File: src/rtl/regfile_param_if.sv
// Bus bundle for regfile_param: read ports, write port, probe, clear request and status.
// The master side drives addresses/write/clear; the slave (register file) returns data and status.
interface regfile_param_if #(
   parameter int XLEN   = 32,
   parameter int ADDR_W = 5
);
   logic              clear_req;
   logic [ADDR_W-1:0] rs1_addr;
   logic [ADDR_W-1:0] rs2_addr;
   logic [XLEN-1:0]   rs1_data;
   logic [XLEN-1:0]   rs2_data;
   logic              wr_en;
   logic [ADDR_W-1:0] wr_addr;
   logic [XLEN-1:0]   wr_data;
   logic [XLEN-1:0]   probe_data;
   logic              busy;
   logic              wr_drop;

   modport master (
      output clear_req, rs1_addr, rs2_addr, wr_en, wr_addr, wr_data,
      input  rs1_data, rs2_data, probe_data, busy, wr_drop
   );

   modport slave (
      input  clear_req, rs1_addr, rs2_addr, wr_en, wr_addr, wr_data,
      output rs1_data, rs2_data, probe_data, busy, wr_drop
   );
endinterface

File: src/rtl/regfile_param.sv
// Parametrised RV32I integer register file with a one-register-per-cycle clear sequencer.
// Define REGFILE_BYPASS_EN to forward an accepted write combinationally to the read/probe ports.
module regfile_param #(
   parameter int XLEN      = 32,
   parameter int NREGS     = 32,
   parameter int ADDR_W    = 5,
   parameter int PROBE_REG = 4,
   parameter int ZERO_REG0 = 1
) (
   input  logic            clk,
   input  logic            rst_n,
   regfile_param_if.slave  bus
);

   localparam logic [0:0]        ST_CLEAR   = 1'b0;
   localparam logic [0:0]        ST_READY   = 1'b1;
   localparam int                IDX_W      = $clog2(NREGS);
   localparam logic [ADDR_W-1:0] LAST_IDX   = ADDR_W'(NREGS - 1);
   localparam logic [ADDR_W-1:0] PROBE_ADDR = ADDR_W'(PROBE_REG);

   logic [0:0]        state_q, state_d;
   logic [ADDR_W-1:0] idx_q, idx_d;
   logic              wr_drop_q, wr_drop_d;
   logic [XLEN-1:0]   regs_q [NREGS];

   logic busy;
   logic wr_in_range;
   logic wr_accept;
   logic wr_reject;
   logic clr_en;

   function automatic logic addr_valid(input logic [ADDR_W-1:0] a);
      return (32'(a) < NREGS);
   endfunction

   function automatic logic addr_hardwired(input logic [ADDR_W-1:0] a);
      return (ZERO_REG0 != 0) && (a == '0);
   endfunction

   // Reads are forced to zero while clearing so stale contents never leak out.
   function automatic logic [XLEN-1:0] read_port(input logic [ADDR_W-1:0] a);
      logic [XLEN-1:0] val;
      val = '0;
      if (!busy && addr_valid(a) && !addr_hardwired(a)) begin
`ifdef REGFILE_BYPASS_EN
         if (wr_accept && (a == bus.wr_addr)) begin
            val = bus.wr_data;
         end else begin
            val = regs_q[a[IDX_W-1:0]];
         end
`else
         val = regs_q[a[IDX_W-1:0]];
`endif
      end
      return val;
   endfunction

   assign busy        = (state_q == ST_CLEAR);
   assign wr_in_range = addr_valid(bus.wr_addr);
   assign wr_accept   = (state_q == ST_READY) && !bus.clear_req && bus.wr_en &&
                        wr_in_range && !addr_hardwired(bus.wr_addr);
   assign wr_reject   = bus.wr_en && ((state_q != ST_READY) || bus.clear_req || !wr_in_range);
   assign clr_en      = rst_n && busy;

   always_comb begin
      state_d   = state_q;
      idx_d     = idx_q;
      wr_drop_d = wr_reject;
      if (state_q == ST_CLEAR) begin
         if (bus.clear_req) begin
            idx_d = '0;
         end else if (idx_q == LAST_IDX) begin
            state_d = ST_READY;
            idx_d   = '0;
         end else begin
            idx_d = idx_q + ADDR_W'(1);
         end
      end else if (bus.clear_req) begin
         state_d = ST_CLEAR;
         idx_d   = '0;
      end
   end

   always_ff @(posedge clk) begin
      if (!rst_n) begin
         state_q   <= ST_CLEAR;
         idx_q     <= '0;
         wr_drop_q <= 1'b0;
      end else begin
         state_q   <= state_d;
         idx_q     <= idx_d;
         wr_drop_q <= wr_drop_d;
      end
   end

   // Storage carries no reset; the clear sequencer zeroes it after reset instead.
   always_ff @(posedge clk) begin
      if (clr_en) begin
         regs_q[idx_q[IDX_W-1:0]] <= '0;
      end else if (wr_accept) begin
         regs_q[bus.wr_addr[IDX_W-1:0]] <= bus.wr_data;
      end
   end

   always_comb begin
      bus.rs1_data   = read_port(bus.rs1_addr);
      bus.rs2_data   = read_port(bus.rs2_addr);
      bus.probe_data = read_port(PROBE_ADDR);
   end

   assign bus.busy    = busy;
   assign bus.wr_drop = wr_drop_q;

endmodule

File: src/flat_wrapper.sv
// flat-port wrapper written by rule: the top's interface ports become plain ports
module regfile_param_flat 
#(
   parameter int XLEN      = 32,
   parameter int NREGS     = 32,
   parameter int ADDR_W    = 5,
   parameter int PROBE_REG = 4,
   parameter int ZERO_REG0 = 1
)
  (clk, rst_n, bus_clear_req, bus_rs1_addr, bus_rs2_addr, bus_wr_en, bus_wr_addr, bus_wr_data, bus_rs1_data, bus_rs2_data, bus_probe_data, bus_busy, bus_wr_drop);
  regfile_param_if #(.XLEN(XLEN), .ADDR_W(ADDR_W)) bus_i ();
  input  logic clk;
  input  logic rst_n;
  input wire logic [$bits(bus_i.clear_req)-1:0] bus_clear_req;
  input wire logic [$bits(bus_i.rs1_addr)-1:0] bus_rs1_addr;
  input wire logic [$bits(bus_i.rs2_addr)-1:0] bus_rs2_addr;
  input wire logic [$bits(bus_i.wr_en)-1:0] bus_wr_en;
  input wire logic [$bits(bus_i.wr_addr)-1:0] bus_wr_addr;
  input wire logic [$bits(bus_i.wr_data)-1:0] bus_wr_data;
  output wire logic [$bits(bus_i.rs1_data)-1:0] bus_rs1_data;
  output wire logic [$bits(bus_i.rs2_data)-1:0] bus_rs2_data;
  output wire logic [$bits(bus_i.probe_data)-1:0] bus_probe_data;
  output wire logic [$bits(bus_i.busy)-1:0] bus_busy;
  output wire logic [$bits(bus_i.wr_drop)-1:0] bus_wr_drop;
  assign bus_i.clear_req = bus_clear_req;
  assign bus_i.rs1_addr = bus_rs1_addr;
  assign bus_i.rs2_addr = bus_rs2_addr;
  assign bus_i.wr_en = bus_wr_en;
  assign bus_i.wr_addr = bus_wr_addr;
  assign bus_i.wr_data = bus_wr_data;
  assign bus_rs1_data = bus_i.rs1_data;
  assign bus_rs2_data = bus_i.rs2_data;
  assign bus_probe_data = bus_i.probe_data;
  assign bus_busy = bus_i.busy;
  assign bus_wr_drop = bus_i.wr_drop;
  regfile_param #(.XLEN(XLEN), .NREGS(NREGS), .ADDR_W(ADDR_W), .PROBE_REG(PROBE_REG), .ZERO_REG0(ZERO_REG0)) u_core (.clk(clk), .rst_n(rst_n), .bus(bus_i));
endmodule
File: config.mk
export PLATFORM = sky130hd
export DESIGN_NAME = regfile_param_flat
export DESIGN_NICKNAME = d
export VERILOG_FILES = /design/src/rtl/regfile_param_if.sv /design/src/rtl/regfile_param.sv /design/src/flat_wrapper.sv
export SDC_FILE = /design/constraint.sdc
export NUM_CORES = 1
export LEC_CHECK = 0
export BUFFER_PORTS_ARGS = -buffer_cell sky130_fd_sc_hd__buf_2
export CORE_MARGIN = 3
export CORE_UTILIZATION = 50
export DETAILED_ROUTE_END_ITERATION = 16
export PLACE_DENSITY_LB_ADDON = 0.3
export SKIP_LAST_GASP = 1
export SLEW_MARGIN = 30
export SYNTH_ARGS = -nofsm -noshare
export SYNTH_HDL_FRONTEND = slang
export SYNTH_SLANG_ARGS = --single-unit
File: constraint.sdc
create_clock -name clk -period 4.4 [get_ports clk]
set_input_delay 0.44 -clock clk [delete_from_list [all_inputs] [get_ports clk]]
set_output_delay 0.44 -clock clk [all_outputs]
set_load 0.03 [all_outputs]
==> results.py <==
metrics = {
    "run_status": {
        "run_status": "finished clean",
    },
    "sta": {
        "timing_worst_slew_pin_value_ns": 1.06,
        "fin_setup_tns_ns": 0,
        "setup_viol": 0,
        "finClkSkew_ns": 0.0289,
        "grt_setup_unrepaired": "false",
        "slew_violations": 0,
        "slew_headroom_pct": 28.6,
        "layout_min_cycle_time_ns": 3.85,
        "final.period_utilization_pct": 87.4,
        "final_hold_vio_count": 0,
        "fmax_mhz": 260,
    },
    "route": {
        "final_wirelength_um": 150000,
        "detailedRoute.firstPassIterationCount": 7,
        "via_count": 29200,
        "avgRoutedWirePerCell_um": 36.4,
        "number_of_antenna_violating_nets_in_the_routed_design": 0,
        "dr.first_iter.drc_count": 3728,
        "viasPerCell": 7.09,
        "route.detailed.drc": 0,
    },
    "die": {
        "core-area_um2": 95900,
        "start_util_pct": 50.8,
        "die_footprint_um2": 101000,
        "dieHeight_um": 318,
        "boundaryPins": 149,
        "fp-row-count": 113,
        "overall_die_width_um": 318,
    },
    "finish": {
        "syn_to_final_growth_pct": 12.7,
        "num-nets-final": 2823,
        "proportion_of_layout_cells_with_a_drive_suffix_above_1_pct": 33.4,
        "layout_commonest_cell": "edfxtp_1",
        "design_area_um2": 54900,
        "count_of_placed_standard_cells_in_the_final_layout_fillers_left_out": 4123,
        "top_library_cells_by_usage_in_the_layout_fill_and_taps_aside": "edfxtp_1 (1024), mux4_2 (388), mux2i_1 (350)",
        "num-fill-cells": 7113,
    },
    "clocking": {
        "cts_buffer_depth": 3,
        "tritoncts_buffer_count": 106,
        "number_of_h_tree_levels": 3,
        "clock-sinks": 1031,
        "clk-insertion-delay-late_ns": 0.69,
        "cts_tree": "yes",
        "worst_path_clk_slew_ns": 0.06,
        "cts-root-buf": "clkbuf_16",
        "cts.repair.resized": 0,
    },
    "logic_synthesis": {
        "yosys_most_used_dff": "edfxtp_1",
        "synth_cells": 2616,
        "synth.yosys.seq_area_share_pct": 63.4,
        "yosysUniqueCellTypes": 52,
        "synthesis.area_per_instance_um2": 18.6,
        "area_contributors_post_synth": "edfxtp_1 (63%), mux4_2 (18%), mux2i_1 (7.2%)",
        "synthesis.area_um2": 48700,
        "synthArstFlopShare_pct": 0,
        "synth-warning-count": 0,
        "net_count_of_the_mapped_netlist": 2669,
        "synth-edff-count": 1024,
        "area_share_of_the_leading_cell_type_in_the_synthesized_netlist_pct": 63.1,
        "synth_area_leader": "edfxtp_1",
        "synth-seq-cells": 1031,
    },
    "grt": {
        "gr-usage-all-layers_pct": 29.3,
        "largest_net_degree_at_the_start_of_global_routing": 75,
        "grt_first_pass_wirelength_um": 214000,
        "antenna_found_initial": 5,
        "first_global_vias": 29700,
        "grt_overflow": 0,
    },
    "placement": {
        "port_buffers": 148,
        "placed_cells": 3925,
        "final_estimated_routing_congestion_in_global_placement": 0.858,
        "dp_hpwl_um": 87800,
        "place_area_um2": 51500,
    },
    "worst_setup_path": {
        "ff2ff_setup_slack_ns": 1.22,
        "cp.required_ns": 3.96,
        "timing.critical_path.arrival_ns": 3.41,
        "crit_path_start": "bus_rs1_addr[3]",
        "timing.rr.start": "u_core.state_q",
        "cp-start-kind": "input pin",
        "r2r.worst_path.cells": 6,
        "worst-setup-path-type": "input pin to output pin",
        "cp_max_fo": 33,
        "worstReg2RegEnd": "u_core.regs_q[0][17]",
        "worst_setup_path_endpoint": "bus_rs1_data[22]",
        "timing.critical_path.to_type": "output pin",
    },
    "worst_hold_path": {
        "holdCritPathClass": "input pin to flip-flop",
    },
    "pwr": {
        "ir_worst_vdd_mv": 0.346,
        "power.total_w": 0.0204,
        "leakagePower_nw": 20.4,
        "pwr_density_cell_nw_per_um2": 371,
    },
    "job": {
        "maxCapViolCount": 0,
    },
}
metal layers:
metal	vias to the layer above	global-route usage [%]	part of all wire (%)
met4	2	12.6	5.0
met2	2006	46.1	47
met3	386	7.29	11
met5	-	0	0.0087
met1	15400	39.2	36
li1	11500	-	-
sequential cells by signal (all words and copies together), names as in the netlist:
signal,flops
u_core.state_q,1
u_core.bus.wr_drop,1
u_core.regs_q,1024
u_core.idx_q,5
what timing repair did:
item,4_1_cts,5_1_grt
hold endpoints to repair,1,0
endpoints found under the setup margin,0,0
setup buffers,0,0
hold buffers,2,0
how the worst min path moves through the flow:
| stage | startpoint | endpoint | cells past startpoint |
|---|---|---|---|
| 2_1_floorplan | rst_n | u_core.bus.wr_drop | 1 |
| 3_3_place_gp | u_core.idx_q[2] | u_core.idx_q[2] | 2 |
| 3_5_place_dp | u_core.idx_q[0] | u_core.idx_q[0] | 2 |
| 4_1_cts | bus_clear_req | u_core.idx_q[3] | 3 |
| 5_1_grt | bus_clear_req | u_core.idx_q[2] | 3 |
| 6_report | bus_clear_req | u_core.idx_q[4] | 3 |
logic make-up (layout without fill, tap and decap cells):
| group | after synthesis | in the layout | share of synthesized area (%) |
|---|---|---|---|
| AOI/OAI and AO/OA | 303 | 303 | 5.22 |
| and+or+nand+nor | 278 | 278 | 2.94 |
| muxes | 784 | 784 | 26.2 |
| DFF | 1031 | 1031 | 63.4 |
| adders and majority gates | 2 | 2 | 0.0513 |
| buffers and inverters | 218 | 456 | 2.21 |
| other | 0 | 4 | 0 |
power by group:
part | internal [W] | switching [W] | total (W) | leakage, nW
Clock | 0.00484 | 0.00379 | 0.00863 | 1.59
Sequential | 0.0107 | 0.0000156 | 0.0107 | 11.6
Combinational | 0.000420 | 0.000644 | 0.00106 | 7.23
Total | 0.0159 | 0.00445 | 0.0204 | 20.4
synth_stat cells, types with 4 or more instances:
cell and number:
buf_1 11, nor3_1 13, nand3b_1 6, buf_2 87, mux2_2 46, o21ai_0 6, nor2b_1 7, buf_6 10
a21oi_1 55, mux2i_1 350, a2bb2oi_1 33, buf_4 20, nand4_1 8, o221ai_1 89, a22oi_1 14, a211oi_1 31
a221oi_2 31, clkbuf_1 86, o22a_1 26, and2_1 68, a31oi_1 4, nor2_1 41, dfxtp_1 7, edfxtp_1 1024
nand3_1 48, nand2_1 64, nor3b_1 4, mux4_2 388
cell type report:
cell class | count | area, um^2 | share of cell area [%]
clock buffer | 127 | 2730 | 4.97
sequential | 1031 | 30900 | 56.2
multi-input combinational | 1367 | 17100 | 31.1
antenna | 4 | 10.0 | 0.0182
tap | 1265 | 1580 | 2.88
clock inverter | 65 | 571 | 1.04
inverter | 4 | 15.0 | 0.0273
timing repair buffer | 260 | 2040 | 3.72
worst max-delay path, cell delays in order:
cell and delay, ns:
buf_4 0.31, or3b_2 0.95, o221ai_1 0.34, a21oi_1 0.07, a211oi_1 0.87, buf_2 0.36
through the flow:
stage               hold slack, ns  setup slack, ns  utilization (%)
finish                       0.220            0.555             57.3
detailed placement           0.631            0.725             53.8
global route                 0.238            0.609             57.3
global placement             0.602            0.660             53.7
floorplan                    0.573            0.213                -
CTS                          0.178            0.723             57.2
No activity file was read; power rests on OpenSTA's default activity.
